`src/rtl/gpio_pkg.sv`:
```
// ---------------------------------------------------------------------------
// gpio_pkg
// Shared definitions for the gpio_bank register block: the 3-bit register
// addresses seen on the j1 I/O bus, the fixed read-data width, and a helper
// that sizes the post-reset edge suppression window.
// ---------------------------------------------------------------------------
package gpio_pkg;

    // Register addresses. IN and OUT share address 0: reads return the pad
    // level, writes load the output latch.
    localparam logic [2:0] GPIO_A_IN    = 3'd0;
    localparam logic [2:0] GPIO_A_OUT   = 3'd0;
    localparam logic [2:0] GPIO_A_DIR   = 3'd1;
    localparam logic [2:0] GPIO_A_OUTRB = 3'd2;
    localparam logic [2:0] GPIO_A_SET   = 3'd3;
    localparam logic [2:0] GPIO_A_CLR   = 3'd4;
    localparam logic [2:0] GPIO_A_RISE  = 3'd5;
    localparam logic [2:0] GPIO_A_FALL  = 3'd6;
    localparam logic [2:0] GPIO_A_STAT  = 3'd7;

    // Bus data width and upper bound on the number of pins per bank.
    localparam int GPIO_MAX_WIDTH = 16;

    // Number of cycles after reset during which edge events are dropped:
    // long enough for a pin that is already high to ripple through the
    // synchroniser (and filter, when present) without looking like an edge.
    function automatic int gpio_arm_cycles(input int sync_stages, input int filt_len);
        return sync_stages + 1 + filt_len;
    endfunction

endpackage

```
`src/rtl/gpio_sync_filter.sv`:
```
// ---------------------------------------------------------------------------
// gpio_sync_filter
// One-bit input conditioner: a SYNC_STAGES-deep synchroniser chain followed,
// when GPIO_FILTER_EN is defined, by a level filter that only accepts a new
// level after FILT_LEN consecutive equal samples. Without GPIO_FILTER_EN the
// output is simply the last synchroniser stage and no counter is built.
//
// Ports:
//   clk      in   system clock
//   reset    in   synchronous reset, active high
//   i_pin    in   raw asynchronous pad input
//   o_level  out  synchronised (and optionally filtered) level
// ---------------------------------------------------------------------------
module gpio_sync_filter #(
    parameter int SYNC_STAGES = 2
`ifdef GPIO_FILTER_EN
    ,
    parameter int FILT_LEN    = 3
`endif
) (
    input  logic clk,
    input  logic reset,
    input  logic i_pin,
    output logic o_level
);

    logic [SYNC_STAGES-1:0] r_sync;

    // Shift chain that brings the asynchronous pad into the clk domain.
    always_ff @(posedge clk) begin
        if (reset) begin
            r_sync <= '0;
        end else begin
            r_sync <= {r_sync[SYNC_STAGES-2:0], i_pin};
        end
    end

`ifdef GPIO_FILTER_EN
    localparam logic [3:0] CNT_LAST = 4'(FILT_LEN - 1);

    logic [3:0] r_cnt;
    logic       r_level;
    logic       w_stage;

    assign w_stage = r_sync[SYNC_STAGES-1];

    // r_cnt counts consecutive samples that disagree with the accepted
    // level; any agreeing sample restarts the count, so a glitch shorter
    // than FILT_LEN never reaches the output.
    always_ff @(posedge clk) begin
        if (reset) begin
            r_cnt   <= '0;
            r_level <= 1'b0;
        end else if (w_stage == r_level) begin
            r_cnt <= '0;
        end else if (r_cnt == CNT_LAST) begin
            r_level <= w_stage;
            r_cnt   <= '0;
        end else begin
            r_cnt <= r_cnt + 4'd1;
        end
    end

    assign o_level = r_level;
`else
    assign o_level = r_sync[SYNC_STAGES-1];
`endif

endmodule

```
`src/rtl/gpio_bank.sv`:
```
// ---------------------------------------------------------------------------
// gpio_bank
// Parametrised GPIO bank on the j1 I/O bus: output latch with set/clear,
// per-pin direction, synchronised pad input, per-pin rise/fall edge capture
// into a sticky write-1-to-clear STATUS register, and one interrupt line.
//
// Optional feature macro: GPIO_FILTER_EN adds a per-pin level filter of
// FILT_LEN samples after the synchroniser.
//
// Ports:
//   clk       in   system clock
//   reset     in   synchronous reset, active high
//   wr        in   register write strobe (one cycle)
//   rd        in   register read strobe (one cycle)
//   addr      in   register select (see gpio_pkg)
//   wd        in   write data, bits >= WIDTH ignored
//   rdata     out  registered read data, valid the cycle after rd, else 0
//   pins_out  out  output latch to pad
//   pins_oe   out  1 = drive pad
//   pins_in   in   raw asynchronous pad input
//   irq       out  registered OR of STATUS
// ---------------------------------------------------------------------------
module gpio_bank
    import gpio_pkg::*;
#(
    parameter int WIDTH       = 8,
    parameter int SYNC_STAGES = 2,
    parameter int FILT_LEN    = 3
) (
    input  logic                      clk,
    input  logic                      reset,
    input  logic                      wr,
    input  logic                      rd,
    input  logic [2:0]                addr,
    input  logic [GPIO_MAX_WIDTH-1:0] wd,
    output logic [GPIO_MAX_WIDTH-1:0] rdata,
    output logic [WIDTH-1:0]          pins_out,
    output logic [WIDTH-1:0]          pins_oe,
    input  logic [WIDTH-1:0]          pins_in,
    output logic                      irq
);

`ifdef GPIO_FILTER_EN
    localparam int ARM_CYCLES = gpio_arm_cycles(SYNC_STAGES, FILT_LEN);
`else
    localparam int ARM_CYCLES = gpio_arm_cycles(SYNC_STAGES, 0);
`endif
    // Counter is sized for the longest window of either build.
    localparam int ARM_MAX = SYNC_STAGES + 1 + FILT_LEN;
    localparam int ARM_W   = $clog2(ARM_MAX + 1);

    logic [WIDTH-1:0]          r_out;
    logic [WIDTH-1:0]          r_dir;
    logic [WIDTH-1:0]          r_rise_en;
    logic [WIDTH-1:0]          r_fall_en;
    logic [WIDTH-1:0]          r_status;
    logic [WIDTH-1:0]          r_prev;
    logic [GPIO_MAX_WIDTH-1:0] r_rdata;
    logic                      r_irq;
    logic [ARM_W-1:0]          r_arm;

    logic [WIDTH-1:0]          w_sync;
    logic [WIDTH-1:0]          w_wd;
    logic [WIDTH-1:0]          w_rise;
    logic [WIDTH-1:0]          w_fall;
    logic [WIDTH-1:0]          w_event;
    logic [WIDTH-1:0]          w_w1c;
    logic [GPIO_MAX_WIDTH-1:0] w_rd_val;
    logic                      w_armed;
    logic                      w_unused_wd;

    // Bits of wd above WIDTH have no register behind them.
    assign w_wd        = wd[WIDTH-1:0];
    assign w_unused_wd = ^wd;

    // One conditioner per pin.
    for (genvar g = 0; g < WIDTH; g++) begin : g_pin
        gpio_sync_filter #(
            .SYNC_STAGES(SYNC_STAGES)
`ifdef GPIO_FILTER_EN
            ,
            .FILT_LEN(FILT_LEN)
`endif
        ) u_sync_filter (
            .clk    (clk),
            .reset  (reset),
            .i_pin  (pins_in[g]),
            .o_level(w_sync[g])
        );
    end

    // Edge events compare the conditioned level with last cycle's copy and
    // are masked until the arm window after reset has expired.
    assign w_armed = (r_arm == '0);
    assign w_rise  = w_sync & ~r_prev & r_rise_en;
    assign w_fall  = ~w_sync & r_prev & r_fall_en;
    assign w_event = w_armed ? (w_rise | w_fall) : '0;
    assign w_w1c   = (wr && (addr == GPIO_A_STAT)) ? w_wd : '0;

    // Read mux uses the current (pre-write) register contents, so a read
    // issued together with a write returns the old value.
    always_comb begin
        w_rd_val = '0;
        case (addr)
            GPIO_A_IN:    w_rd_val[WIDTH-1:0] = w_sync;
            GPIO_A_DIR:   w_rd_val[WIDTH-1:0] = r_dir;
            GPIO_A_OUTRB: w_rd_val[WIDTH-1:0] = r_out;
            GPIO_A_RISE:  w_rd_val[WIDTH-1:0] = r_rise_en;
            GPIO_A_FALL:  w_rd_val[WIDTH-1:0] = r_fall_en;
            GPIO_A_STAT:  w_rd_val[WIDTH-1:0] = r_status;
            default:      w_rd_val = '0;
        endcase
    end

    // Arm counter reloads on reset and counts down to zero once.
    always_ff @(posedge clk) begin
        if (reset) begin
            r_arm <= ARM_W'(ARM_CYCLES);
        end else if (r_arm != '0) begin
            r_arm <= r_arm - ARM_W'(1);
        end
    end

    // Register file, sticky status, edge history, irq and read data. A new
    // event is OR'd in after the w1c mask so it survives a clear in the
    // same cycle.
    always_ff @(posedge clk) begin
        if (reset) begin
            r_out     <= '0;
            r_dir     <= '0;
            r_rise_en <= '0;
            r_fall_en <= '0;
            r_status  <= '0;
            r_prev    <= '0;
            r_rdata   <= '0;
            r_irq     <= 1'b0;
        end else begin
            if (wr) begin
                case (addr)
                    GPIO_A_OUT:  r_out     <= w_wd;
                    GPIO_A_DIR:  r_dir     <= w_wd;
                    GPIO_A_SET:  r_out     <= r_out | w_wd;
                    GPIO_A_CLR:  r_out     <= r_out & ~w_wd;
                    GPIO_A_RISE: r_rise_en <= w_wd;
                    GPIO_A_FALL: r_fall_en <= w_wd;
                    default:     ;
                endcase
            end
            r_status <= (r_status & ~w_w1c) | w_event;
            r_prev   <= w_sync;
            r_irq    <= |r_status;
            r_rdata  <= rd ? w_rd_val : '0;
        end
    end

    assign pins_out = r_out;
    assign pins_oe  = r_dir;
    assign rdata    = r_rdata;
    assign irq      = r_irq;

endmodule

```
`config.mk`:
```
export PLATFORM = sky130hd
export DESIGN_NAME = gpio_bank
export DESIGN_NICKNAME = d
export VERILOG_FILES = /design/src/rtl/gpio_pkg.sv /design/src/rtl/gpio_sync_filter.sv /design/src/rtl/gpio_bank.sv
export SDC_FILE = /design/constraint.sdc
export NUM_CORES = 1
export LEC_CHECK = 0
export ABC_AREA = 1
export BUFFER_PORTS_ARGS = -buffer_cell sky130_fd_sc_hd__buf_2
export CAP_MARGIN = 5
export CORE_MARGIN = 4
export CORE_UTILIZATION = 25
export CTS_CLUSTER_SIZE = 28
export DETAILED_ROUTE_END_ITERATION = 10
export MAX_ROUTING_LAYER = met4
export PLACE_DENSITY = 0.45
export SETUP_SLACK_MARGIN = 0.2
export SYNTH_ARGS = -nofsm -noshare
export SYNTH_HDL_FRONTEND = slang
export SYNTH_SLANG_ARGS = --single-unit
```
`constraint.sdc`:
```
create_clock -name clk -period 1.34 [get_ports clk]
set_input_delay 0 -clock clk [delete_from_list [all_inputs] [get_ports clk]]
set_output_delay 0 -clock clk [all_outputs]
set_load 0.01 [all_outputs]
```
==> results of run 1 <==
[worst paths after layout]
kind	from	to
worst min-delay path	reset	r_rise_en[3]
worst max register to register	r_arm[0]	r_arm[2]
worst min register to register	g_pin[1].u_sync_filter.r_sync[0]	g_pin[1].u_sync_filter.r_sync[1]
worst max-delay path	r_arm[0]	r_arm[2]
[state kept, by name, summed over array words and instances (netlist names)]
| register | flops |
|---|---|
| r_fall_en | 8 |
| r_status | 8 |
| r_arm | 3 |
| rdata | 8 |
| pins_oe | 8 |
| pins_out | 8 |
| r_prev | 8 |
| g_pin.u_sync_filter.r_sync | 16 |
| irq | 1 |
| r_rise_en | 8 |
[synthesized netlist by cell type, drive strengths merged]
| cell type | instances |
|---|---|
| a21oi | 50 |
| xnor2 | 1 |
| o211ai | 1 |
| conb | 1 |
| nor3 | 1 |
| nand4 | 1 |
| nor2 | 37 |
| ha | 2 |
| nor4 | 2 |
| inv | 73 |
| clkbuf | 8 |
| nand3 | 30 |
| dfxtp | 76 |
| nand2 | 80 |
| buf | 14 |
| o21ai | 57 |
[area by class of cell]
| type | count | share of cell area |
|---|---|---|
| flip-flops and latches | 76 | 0.363 |
| multi-input cells | 270 | 0.322 |
| repair buffers | 81 | 0.135 |
| inverters | 73 | 0.0659 |
| clock buffers | 13 | 0.0620 |
| well taps | 168 | 0.0501 |
| clock inverters | 2 | 0.00238 |
[power by group through the flow]
stage | clock [mW] | sequential, mW | combinational, mW
6_report | 2.25 | 2.41 | 0.589
5_1_grt | 2.41 | 2.42 | 0.657
4_1_cts | 2.31 | 2.41 | 0.540
3_5_place_dp | 0 | 2.45 | 0.462
3_3_place_gp | 0 | 2.45 | 0.461
2_1_floorplan | 0 | 2.45 | 0.292
[timing repair]
| action | in CTS | in global routing |
|---|---|---|
| resized for setup | 16 | 10 |
| hold buffers | 16 | 0 |
| setup buffers | 2 | 3 |
| pin swaps | 10 | 3 |
| endpoints found under the setup margin | 9 | 10 |
| endpoints found under the hold margin | 18 | 0 |
| cloned | 1 | 0 |
[cells by family (layout without fill, tap and decap cells)]
kind of cell / Yosys count / in the layout / share of synthesized area
AO/OA/AOI/OAI: 108 / 108 / 0.174
XOR/XNOR: 1 / 1 / 0.00276
adder cells (fa/ha/maj): 2 / 2 / 0.00787
buffers and inverters: 95 / 169 / 0.129
flip-flops: 76 / 76 / 0.479
other: 1 / 8 / 0.00118
AND/OR/NAND/NOR: 151 / 151 / 0.206
[routing by layer]
metal / up-vias / track usage / part of all wire
li1: 1512 / - / -
met3: 19 / 0.0150 / 0.040
met2: 83 / 0.200 / 0.44
met5: - / - / 0
met1: 1252 / 0.175 / 0.49
met4: 0 / 0.0708 / 0.030
[metrics by stage]
step           cells  power (mW)
2_1_floorplan    441        2.74
3_3_place_gp     646        2.91
3_5_place_dp     646        2.91
4_1_cts          680        5.26
5_1_grt          683        5.49
6_report         683        5.26
[worst max-delay path: stages (launching register included)]
cell and delay, ps:
dfxtp_2 330, inv_2 50, buf_4 120, buf_6 110, ha_4 140, xnor2_1 180
nor3_2 60
==> flow_summary.json, run 1 <==
{
  "power.switching_mw": 1.32,
  "vias": 2866,
  "ys_types": 26,
  "design_area_um2": 4200,
  "power_frac_comb": 0.112,
  "rsz0062_at_grt": "yes",
  "post_drt_wl_per_cell_um": 13.3,
  "endpoint_kind": "flop",
  "routed_wl_um": 9080,
  "grt-ovfl-total": 0,
  "min-delay-path-class": "input port to flop",
  "grt_antenna_before_repair": 0,
  "setup_ws_ps": 216,
  "place_ws_ps": 114,
  "clock_path_buffers": 2,
  "num_antenna_cells": 0,
  "grt_pass1_vias": 2757,
  "cts_tree": "done",
  "period_needed_ps": 1120,
  "critPathMaxFanout": 2,
  "fp.coreArea_um2": 12200,
  "power.internal_mw": 3.94,
  "start_util": 0.260,
  "r2r_slack_ps": 220,
  "vdd_drop_max_mv": 0.531,
  "clk_latency_ps": 330,
  "tns_ps": 0,
  "synth.top_cells.by_area": "dfxtp_1 48%, nand2_1 9.3%, o21ai_0 8.7%",
  "track_usage": 0.133,
  "yosysWarnings": 0,
  "outcome": "finished, final reports clean",
  "layout_commonest_cell": "nand2_1",
  "critPathLaunchType": "flop",
  "slew_viol_final": 0,
  "hold_violations": 0,
  "p_leak_nw": 1.77,
  "drt_pass1_iterations": 4,
  "vias_per_cell": 4.20,
  "place_area_um2": 3630,
  "cts_sinks": 76,
  "drc": 0,
  "hold_ws_ps": 102,
  "netSwitchingFraction": 0.251,
  "cp.arrival_ps": 1330,
  "synth_area_leader_cell": "dfxtp_1",
  "finalSetupViolations": 0,
  "die_area_um2": 14600,
  "grt_pass1_wl_um": 14500,
  "rows": 40,
  "grt_start_max_net_pins": 43,
  "drive_gt1_frac": 0.208,
  "seqCellArea_um2": 1520,
  "synth_cells": 434,
  "area_growth_syn_to_layout_pct": 32.1,
  "hold_depth": 4,
  "final_nets": 544,
  "power_frac_seq": 0.459,
  "port_buffers": 47,
  "die_x_um": 121,
  "cap_violations": 0,
  "fin_skew_ps": 7.12,
  "antenna_left": 0,
  "place.gp.congestion": 0.818,
  "avgSynthCellArea_um2": 7.33,
  "max_freq_mhz": 890,
  "synth_top_area_share": 0.479,
  "ys_ff_latch": 76,
  "path_class": "flop to flop",
  "die_h_um": 121,
  "clockPowerShare": 0.429,
  "multi_input_area_um2": 1350,
  "r2r_cells": 6,
  "layout_common_cells": "79 x nand2_1, 74 x dfxtp_1, 66 x inv_1",
  "htree_levels": 3,
  "cts_buffers": 9,
  "min_period_over_period": 0.838,
  "syn-cell-area_um2": 3180,
  "root_buffer": "clkbuf_16",
  "fill_cells": 1358,
  "clkTransAtPathRegs_ps": 60,
  "dpl.hpwl_um": 6400,
  "cp_data_required_time_ps": 1550,
  "ys_seq_area_frac": 0.479,
  "post-route-util": 0.344,
  "pwr_density_cell_nw_per_um2": 1250,
  "boundaryPins": 64,
  "drt_first_iter_violations": 220
}
Note: power is estimated with default switching activity, not from simulation.
==> run 2, diff against run 1 <==
==> constraint.sdc (replaced) <==
create_clock -name clk -period 1 [get_ports clk]
set_input_delay 0 -clock clk [delete_from_list [all_inputs] [get_ports clk]]
set_output_delay 0 -clock clk [all_outputs]
set_load 0.01 [all_outputs]
==> flow_summary.json, run 2 (synthesis gave the netlist of run 1 again) <==
{
  "area_growth_syn_to_layout_pct": 52.8,
  "dpl.hpwl_um": 6800,
  "grt_pass1_vias": 2948,
  "largest_reg_flops": 16,
  "largest-register": "g_pin.u_sync_filter.r_sync",
  "antenna_left": 0,
  "die_area_um2": 14600,
  "vdd_drop_max_mv": 0.812,
  "root_buffer": "clkbuf_16",
  "routed_wl_um": 9920,
  "critPathLaunchType": "flop",
  "power_frac_seq": 0.416,
  "fill_cells": 1264,
  "layout_commonest_cell": "nand2_1",
  "slew_viol_final": 0,
  "drt_pass1_iterations": 5,
  "fp.coreArea_um2": 12200,
  "power_frac_comb": 0.125,
  "fin_total_pwr_mw": 7.79,
  "grt_start_max_net_pins": 25,
  "hold_violations": 0,
  "critPathMaxFanout": 11,
  "worstPathCellList": "inv_2, ha_4, inv_4, nor2_4, buf_12, nand3_1, a21oi_2",
  "vias_per_cell": 4.34,
  "cts_buffers": 9,
  "finalSetupViolations": 10,
  "design_area_um2": 4860,
  "min_period_over_period": 1.12,
  "netSwitchingFraction": 0.247,
  "post_drt_wl_per_cell_um": 13.9,
  "rows": 40,
  "path_class": "flop to flop",
  "rsz0062_at_grt": "yes",
  "die_x_um": 121,
  "outcome": "finished, violations left",
  "layout_common_cells": "74 x nand2_1, 54 x inv_1, 44 x a21oi_1",
  "final_nets": 576,
  "vias": 3104,
  "boundaryPins": 64,
  "drive_gt1_frac": 0.380,
  "cp-endpoint": "r_status[3]",
  "cp.arrival_ps": 1390,
  "die_h_um": 121,
  "clk_latency_ps": 340,
  "endpoint_kind": "flop",
  "place.gp.congestion": 0.794,
  "track_usage": 0.145,
  "grt_pass1_wl_um": 15800,
  "period_needed_ps": 1120,
  "cap_violations": 0,
  "htree_levels": 3,
  "power.switching_mw": 1.92,
  "r2r_slack_ps": -120,
  "cts_tree": "done",
  "drt_first_iter_violations": 200,
  "reg2reg_from": "r_arm[1]",
  "violations": "setup timing",
  "clkTransAtPathRegs_ps": 60,
  "grt_antenna_before_repair": 0,
  "num_antenna_cells": 0,
  "pwr_density_cell_nw_per_um2": 1600,
  "clock_path_buffers": 2,
  "place_area_um2": 3930,
  "slowest_stage": "dfxtp_2",
  "clockPowerShare": 0.459,
  "min-delay-path-class": "input port to flop",
  "p_leak_nw": 2.04,
  "critPathMaxStageDelay_ps": 320,
  "tns_ps": -986,
  "grt-ovfl-total": 0,
  "setup_ws_ps": -122,
  "cp_data_required_time_ps": 1270,
  "start_util": 0.260,
  "power.internal_mw": 5.86,
  "cts_sinks": 76,
  "drc": 0,
  "crit_path_start": "r_arm[1]",
  "rr_endpoint": "r_status[3]",
  "r2r_cells": 7,
  "port_buffers": 47,
  "max_freq_mhz": 891,
  "fin_skew_ps": 3.97
}
## run 2: changes by cell type in the layout (fill, tap and decap cells not counted), moves of 19 or more
cell	previous run	this run
dfxtp_1	74	34
o21ai_0	55	35
dfxtp_2	2	40
buf_6	3	22
buf_2	47	28
buf_4	13	35
## run 2: worst min-delay path by stage
stage	startpoint	to	slack (ps)	cells past startpoint
global placement	pins_in[6]	g_pin[6].u_sync_filter.r_sync[0]	200	3
floorplan	pins_in[0]	g_pin[0].u_sync_filter.r_sync[0]	110	2
global route	wd[3]	r_fall_en[3]	30	3
CTS	wd[3]	r_fall_en[3]	6	3
detailed placement	pins_in[0]	g_pin[0].u_sync_filter.r_sync[0]	210	3
finish	wd[2]	r_fall_en[2]	20	3
## run 2: cell type report
class	instances	area [um2]	share of cell area
sequential	76	1580	0.325
clock buffer	10	239	0.0492
tap	168	210	0.0433
multi-input combinational	270	1480	0.304
timing repair buffer	113	976	0.201
inverter	73	292	0.0600
clock inverter	6	86.3	0.0178
## run 2: routing by layer
metal / GRT usage / vias up / part of all wire
met2: 0.214 / 94 / 0.44
met5: - / - / 0
met3: 0.0351 / 9 / 0.068
li1: - / 1583 / -
met1: 0.200 / 1418 / 0.48
met4: 0.0340 / 0 / 0.011
## run 2: through the flow
stage | utilization | hold slack, ps | setup slack, ps | std cells
floorplan | - | 107 | -25.8 | 441
global placement | 0.322 | 203 | -151 | 668
detailed placement | 0.322 | 206 | -211 | 668
CTS | 0.383 | 6.10 | -127 | 711
global route | 0.398 | 28.3 | -210 | 716
finish | 0.398 | 18.0 | -122 | 716
## run 2: power groups by stage
stage | clock network [mW] | logic, mW | registers (mW)
global placement | 0 | 0.783 | 3.28
floorplan | 0 | 0.453 | 3.29
global route | 3.76 | 1.07 | 3.25
CTS | 3.65 | 0.924 | 3.24
detailed placement | 0 | 0.795 | 3.29
finish | 3.57 | 0.975 | 3.24
## run 2: timing repair
action                                  CTS  global route
hold endpoints to repair                 24             0
hold buffers                             24             0
pin swaps                                 9            31
cloned                                    0             0
gates resized for setup                  54            72
endpoints found under the setup margin   36            49
buffers inserted                          3             5
## run 2: critical path: cells and delay by family, from the launching register on
family,cells,cell delay [ps]
adders and majority gates,1,140
buffers and inverters,3,240
AOI/OAI and AO/OA,1,120
and+or+nand+nor,2,230
DFF,1,320
